--- src/rtl/jtdsp16_loader_pkg.sv ---
// Shared types and defaults for the DSP16 program loader.
// Six-state FSM encoding plus parameter defaults and the timer width.
package jtdsp16_loader_pkg;

  typedef enum logic [2:0] {
    ST_IDLE  = 3'd0,
    ST_REQ   = 3'd1,
    ST_WRITE = 3'd2,
    ST_HOLD  = 3'd3,
    ST_RUN   = 3'd4,
    ST_ERR   = 3'd5
  } state_t;

  localparam int DEF_AW   = 12;
  localparam int DEF_LEN  = 512;
  localparam int DEF_HOLD = 4;
  localparam int DEF_TOUT = 255;
  localparam int TMR_W    = 8;

endpackage

--- src/rtl/jtdsp16_loader_tmr.sv ---
// Cen-gated down-counter shared by the source timeout and the reset stretch.
// load has priority over counting; zero is a combinational view of the count.
module jtdsp16_loader_tmr #(
  parameter int W = 8
) (
  input  logic         clk,
  input  logic         rst_n,
  input  logic         cen,
  input  logic         load,
  input  logic [W-1:0] load_val,
  output logic         zero
);

  logic [W-1:0] cnt;

  always_ff @(posedge clk or negedge rst_n) begin
    if (!rst_n) begin
      cnt <= '0;
    end else if (cen) begin
      if (load)
        cnt <= load_val;
      else if (cnt != '0)
        cnt <= cnt - 1'b1;
    end
  end

  assign zero = (cnt == '0);

endmodule

--- src/rtl/jtdsp16_prog_loader.sv ---
// Downloads LEN program words from a req/ack source into jtdsp16, holding the core in reset
// until HOLD cen cycles after the last write. Optional JTDSP16_LOADER_CHKSUM_EN adds checksum gating.
module jtdsp16_prog_loader
  import jtdsp16_loader_pkg::*;
#(
  parameter int AW   = DEF_AW,
  parameter int LEN  = DEF_LEN,
  parameter int HOLD = DEF_HOLD,
  parameter int TOUT = DEF_TOUT
) (
  input  logic          clk,
  input  logic          rst_n,
  input  logic          cen,
  input  logic          start,
  output logic          src_req,
  output logic [AW-1:0] src_addr,
  input  logic          src_ack,
  input  logic [15:0]   src_data,
  output logic [AW-1:0] prog_addr,
  output logic [15:0]   prog_data,
  output logic          prog_we,
  output logic          dsp_rst,
  output logic          busy,
  output logic          done,
  output logic          err
`ifdef JTDSP16_LOADER_CHKSUM_EN
  ,
  input  logic [15:0]   chk_exp,
  output logic [15:0]   chk_sum
`endif
);

  localparam logic [AW:0]      LAST    = (AW+1)'(LEN - 1);
  localparam logic [TMR_W-1:0] TOUT_LD = TMR_W'(TOUT - 1);
  localparam logic [TMR_W-1:0] HOLD_LD = TMR_W'((HOLD > 0) ? HOLD - 1 : 0);

  state_t             state;
  logic [AW:0]        cnt;
  logic               start_q;
  logic               start_p;
  logic               last_word;
  logic               tmr_load;
  logic               tmr_zero;
  logic [TMR_W-1:0]   tmr_val;

  // Only the first cen cycle of a start level counts as a request.
  assign start_p   = start & ~start_q;
  assign last_word = (cnt == LAST);

  // The timer is preloaded in every state that does not consume it, so the value
  // is ready on the edge that enters REQ or HOLD.
  always_comb begin
    tmr_load = !(state inside {ST_REQ, ST_HOLD});
    tmr_val  = (state == ST_WRITE && last_word) ? HOLD_LD : TOUT_LD;
  end

  jtdsp16_loader_tmr #(.W(TMR_W)) u_tmr (
    .clk      (clk),
    .rst_n    (rst_n),
    .cen      (cen),
    .load     (tmr_load),
    .load_val (tmr_val),
    .zero     (tmr_zero)
  );

  always_ff @(posedge clk or negedge rst_n) begin
    if (!rst_n) begin
      state     <= ST_IDLE;
      cnt       <= '0;
      start_q   <= 1'b0;
      src_req   <= 1'b0;
      src_addr  <= '0;
      prog_addr <= '0;
      prog_data <= '0;
      prog_we   <= 1'b0;
      dsp_rst   <= 1'b1;
      busy      <= 1'b0;
      done      <= 1'b0;
      err       <= 1'b0;
`ifdef JTDSP16_LOADER_CHKSUM_EN
      chk_sum   <= '0;
`endif
    end else if (cen) begin
      start_q <= start;
      case (state)
        ST_IDLE, ST_RUN, ST_ERR: begin
          if (start_p) begin
            state    <= ST_REQ;
            cnt      <= '0;
            src_req  <= 1'b1;
            src_addr <= '0;
            dsp_rst  <= 1'b1;
            busy     <= 1'b1;
            done     <= 1'b0;
            err      <= 1'b0;
`ifdef JTDSP16_LOADER_CHKSUM_EN
            chk_sum  <= '0;
`endif
          end
        end
        ST_REQ: begin
          if (src_ack) begin
            state     <= ST_WRITE;
            src_req   <= 1'b0;
            prog_data <= src_data;
            prog_addr <= cnt[AW-1:0];
            prog_we   <= 1'b1;
          end else if (tmr_zero) begin
            state   <= ST_ERR;
            src_req <= 1'b0;
            busy    <= 1'b0;
            err     <= 1'b1;
          end
        end
        ST_WRITE: begin
          prog_we <= 1'b0;
`ifdef JTDSP16_LOADER_CHKSUM_EN
          chk_sum <= chk_sum + prog_data;
`endif
          if (last_word) begin
            state <= ST_HOLD;
          end else begin
            state    <= ST_REQ;
            cnt      <= cnt + 1'b1;
            src_addr <= cnt[AW-1:0] + 1'b1;
            src_req  <= 1'b1;
          end
        end
        ST_HOLD: begin
          if (tmr_zero) begin
            busy <= 1'b0;
`ifdef JTDSP16_LOADER_CHKSUM_EN
            if (chk_sum == chk_exp) begin
              state   <= ST_RUN;
              dsp_rst <= 1'b0;
              done    <= 1'b1;
            end else begin
              state <= ST_ERR;
              err   <= 1'b1;
            end
`else
            state   <= ST_RUN;
            dsp_rst <= 1'b0;
            done    <= 1'b1;
`endif
          end
        end
        default: state <= ST_IDLE;
      endcase
    end
  end

endmodule
--- config.mk ---
export PLATFORM = sky130hd
export DESIGN_NAME = jtdsp16_prog_loader
export DESIGN_NICKNAME = d
export VERILOG_FILES = /design/src/rtl/jtdsp16_loader_pkg.sv /design/src/rtl/jtdsp16_loader_tmr.sv /design/src/rtl/jtdsp16_prog_loader.sv
export SDC_FILE = /design/constraint.sdc
export NUM_CORES = 1
export LEC_CHECK = 0
export BUFFER_PORTS_ARGS = -buffer_cell sky130_fd_sc_hd__buf_2
export CAP_MARGIN = 20
export CORE_ASPECT_RATIO = 1.25
export CORE_MARGIN = 1.5
export CORE_UTILIZATION = 50
export CTS_CLUSTER_SIZE = 10
export DETAILED_ROUTE_END_ITERATION = 8
export GPL_TIMING_DRIVEN = 0
export PLACE_DENSITY = 0.75
export RECOVER_POWER = 25
export SETUP_SLACK_MARGIN = 0.1
export SLEW_MARGIN = 25
export SYNTH_ARGS = -nofsm -noshare
export SYNTH_HDL_FRONTEND = slang
export SYNTH_SLANG_ARGS = --single-unit
--- constraint.sdc ---
create_clock -name clk -period 6.1 [get_ports clk]
set_clock_uncertainty 0.1 [all_clocks]
set_input_delay 0.305 -clock clk [delete_from_list [all_inputs] [get_ports clk]]
set_output_delay 0.305 -clock clk [all_outputs]
set_load 0.1 [all_outputs]
==> out/metrics.sh <==
GRT_PASS1_WL_UM=10100
GRT_SETUP_UNREPAIRED='no'
CORE-AREA_UM2=5520
CTS-HOLD-FIX-BUFFERS=1
GROUTE.USAGE.OVERALL_PCT=20.9
TIMING_WORST_SETUP_PATH_TYPE='input port to async pin'
CRIT_PATH_END_KIND='async pin'
POST-ROUTE-WORST-SETUP-SLACK_NS=2.73
POSTROUTEWIRELENGTH_UM=6220
TRITONCTS='yes'
LAYOUT-DRIVE-GT1-SHARE_PCT=37.7
VIOLATED_CHECKS='capacitance limit, slew limit'
LAYOUT.FILLER_CELLS=470
GR-TOTAL-OVERFLOW=0
FINALCRITICALPERIOD_NS=3.37
FP-ROW-COUNT=30
WORST_IR_DROP_VDD_V=0.000396
BUFFERS_PLUS_INVERTERS_ON_THE_WORST_SETUP_PATH=2
H-TREE-DEPTH=3
SYNTHCELLS=262
HIGHEST_METAL_LAYER_WITH_SIGNAL_WIRES='met4'
DRC_ERRORS=0
PLACEMENT.IO_BUFFERS=66
FINAL-HOLD-VIOLATION-COUNT=0
CP-START-KIND='input port'
POSTSYNTH.TOPFLOPCELL='dfrtp_1'
ROUTED_VIA_DENSITY=5.73
CRIT_REQUIRED_NS=5.77
POST-LAYOUT-TOTAL-POWER_mW=1.75
SYNTH_SEQ_AREA_SHARE_PCT=50.6
SLEW_HEADROOM_PCT=-106
MAX_CLOCK_FREQ_MHz=297
FP.DIEW_UM=71.4
SYNTHDISTINCTLIBCELLS=51
ANTENNA_FOUND_INITIAL=0
NUMCLOCKSINKS=59
CTS_INSERTED_BUFFERS=9
STATUS='finished, violations left'
DP_HPWL_UM=4340
FLOORPLAN.DIE_AREA_UM2=6310
POSTCTSRESIZEDCELLS=0
TIMING.CRITICAL_PATH.CELLS='dlygate4sd3_1, clkbuf_1'
YOSYSWARNINGCOUNT=0
PLACE.DETAILED.INSTANCES=392
CTS.REPAIR_TIMING.SETUP_BUFFER_COUNT=0
SYNTHESIS.AREA_PER_INSTANCE_UM2=11.2
SYNTH-SEQ-CELLS=59
TIMING.CRITICAL_PATH.SLOWEST_CELL_DELAY_NS=2.18
CRIT_FAMILY='buffers and inverters'
POST_DRT_WL_PER_CELL_UM=15.2
POWER.DENSITY_CELL_AREA_nW_PER_UM2=495
CELLLEAKAGEPOWER_nW=1.66
GRT_PASS1_VIAS=2198
LAYOUT.NETS=364
DRT_PASS1_ITERATIONS=4
AREA_GROWTH_PCT=21.0
LAYOUT.CELLS.NON_FILLER=409
CAP_VIOL_MAX_COUNT=1
CLK_TRANSITION_REPORTED_PATHS_NS=0.07
DETAILEDROUTE.FIRSTITERATIONVIOLATIONS=132
STANDARD_CELL_WITH_THE_MAXIMUM_STAGE_DELAY_ON_THE_CRITICAL_PATH='clkbuf_1'
SYNTH-EDFF-COUNT=0
SYNTH_FP_NETS=286
INITIAL_UTILIZATION_PCT=52.9
SETUP_VIOL=0
SYNTHARSTFLOPSHARE_PCT=100
DRV_SLEW=60
ROUTE.VIAS.TOTAL=2342
WHS_NS=0.0892
MET2_LENGTH_UM=3220
DIE_H_UM=88.5
HP-CLASS='input port to flop'
INSERTED_DIODES=0
CRIT_PATH_MAX_FANOUT=59
INSERTION_DELAY_TO_THE_LATER_SINK_OF_THE_WORST_SKEW_PAIR_NS=0.34
SYNTHESIS.AREA_UM2=2920
SETUP-TNS-FINAL_NS=0
ANTENNA_VIOLATING_NETS_POST_ROUTE=0
DPL_WS_NS=3.91
GLOBALPLACE.CONGESTION=0.872
MAX_SLEW.WORST_PIN.SLEW_NS=3.09
ROUTE.LAYER.MET1.WL_UM=2550
IOS=67
CTS-ROOT-BUF='clkbuf_8'
MET3WIRELENGTH_UM=344
CTS_BUFFER_DEPTH=2
PIN_COUNT_OF_THE_BIGGEST_NET_ENTERING_GLOBAL_ROUTING=60
CP_DATA_ARRIVAL_TIME_NS=3.04
POST-ROUTE-PERIOD-UTIL_PCT=55.3
==> synth_stat cells (2+ instances only) <==
master | instances | area, um2
nor2b_1 | 6 | 37.5
a22o_1 | 2 | 17.5
and3_1 | 3 | 18.8
mux2i_1 | 4 | 40.0
dfrtp_1 | 58 | 1450
nand2_1 | 18 | 67.6
or4_1 | 6 | 45.0
and2_1 | 2 | 12.5
nor4b_2 | 2 | 30.0
nor4_1 | 5 | 31.3
o31ai_1 | 8 | 60.1
o21a_1 | 2 | 15.0
buf_6 | 2 | 22.5
mux2_2 | 29 | 327
o2bb2ai_1 | 2 | 17.5
nor2_1 | 9 | 33.8
o21ai_1 | 3 | 15.0
a31oi_1 | 3 | 18.8
a211oi_1 | 2 | 15.0
ha_1 | 3 | 37.5
o21ai_0 | 12 | 60.1
nor3_1 | 3 | 15.0
nand2b_1 | 5 | 31.3
nand4_1 | 7 | 43.8
nand3_1 | 4 | 20.0
inv_1 | 8 | 30.0
or3_1 | 2 | 12.5
a21oi_1 | 10 | 50.1
o2111ai_1 | 2 | 17.5
buf_4 | 12 | 90.1
clkbuf_1 | 8 | 30.0
==> per-stage QoR <==
stage / cell area [um2] / util [%]
floorplan: 2920 / -
global placement: 3330 / 60.4
detailed placement: 3330 / 60.4
CTS: 3540 / 64.1
global route: 3540 / 64.1
finish: 3540 / 64.1
==> layout by cell type, fill, tap and decap left out, types with 2 or more instances in the layout <==
master | Yosys | layout
a211oi_1 | 2 | 2
a21oi_1 | 10 | 10
a22o_1 | 2 | 2
a31oi_1 | 3 | 3
and2_1 | 2 | 2
and3_1 | 3 | 3
buf_2 | 1 | 66
buf_4 | 12 | 12
buf_6 | 2 | 2
clkbuf_1 | 8 | 11
clkbuf_8 | 0 | 10
clkinvlp_4 | 0 | 2
dfrtp_1 | 58 | 58
ha_1 | 3 | 3
inv_1 | 8 | 8
mux2_2 | 29 | 29
mux2i_1 | 4 | 4
nand2_1 | 18 | 18
nand2b_1 | 5 | 5
nand3_1 | 4 | 4
nand4_1 | 7 | 7
nor2_1 | 9 | 9
nor2b_1 | 6 | 6
nor3_1 | 3 | 3
nor4_1 | 5 | 5
nor4b_2 | 2 | 2
o2111ai_1 | 2 | 2
o21a_1 | 2 | 2
o21ai_0 | 12 | 12
o21ai_1 | 3 | 3
o2bb2ai_1 | 2 | 2
o31ai_1 | 8 | 8
or3_1 | 2 | 2
or4_1 | 6 | 6
==> kinds of logic after synthesis <==
kind of cell    count (synthesis)  share of synthesized area (%)
simple gates                   80                           16.5
flops                          59                           50.6
compound gates                 55                           12.5
mux                            34                           13.1
buf+inv                        31                           6.08
fa+ha+maj                       3                           1.28
==> final timing paths <==
kind,start,to,cells after the start,slack [ns]
worst min register to register,dsp_rst,dsp_rst,2,0.40
worst min-delay path,src_data[4],prog_data[4],2,0.09
worst max-delay path,rst_n,prog_data[9],2,2.73
worst max register to register,src_addr[9],u_tmr.cnt[3],6,3.90
min in group asynchronous,rst_n,src_addr[6],2,1.43
max in group clk,src_addr[9],u_tmr.cnt[3],6,3.90
==> registers in the layout, summed over array words and instances, names as in the netlist <==
name       flops
dsp_rst        1
prog_addr     12
done           1
prog_data     16
cnt            2
src_req        1
start_q        1
src_addr      11
u_tmr.cnt      8
prog_we        1
state          3
busy           1
err            1
==> per-layer routing <==
layer | vias to the layer above | global-route usage (%)
li1 | 1118 | -
met1 | 1140 | 24.8
met2 | 74 | 34.7
met3 | 10 | 5.92
met4 | 0 | 10.8
met5 | - | 0
==> area by class of cell <==
cell class                      instances  area [um2]  share of cell area [%]
Tap cell                               64        80.1                    2.26
Clock inverter                          4        50.0                    1.42
Clock buffer                           12         145                    4.10
Timing Repair Buffer                   67         339                    9.59
Sequential cell                        59        1480                    41.8
Buffer                                 23         148                    4.18
Inverter                                8        30.0                   0.849
Multi-Input combinational cell        172        1270                    35.8
==> report_power, final <==
group / switching, mW / internal, mW / leakage, nW
clock network: 0.153 / 0.199 / 0.0926
registers: 0.0668 / 0.486 / 0.741
logic: 0.672 / 0.173 / 0.828
(Power assumes the default switching activity.)
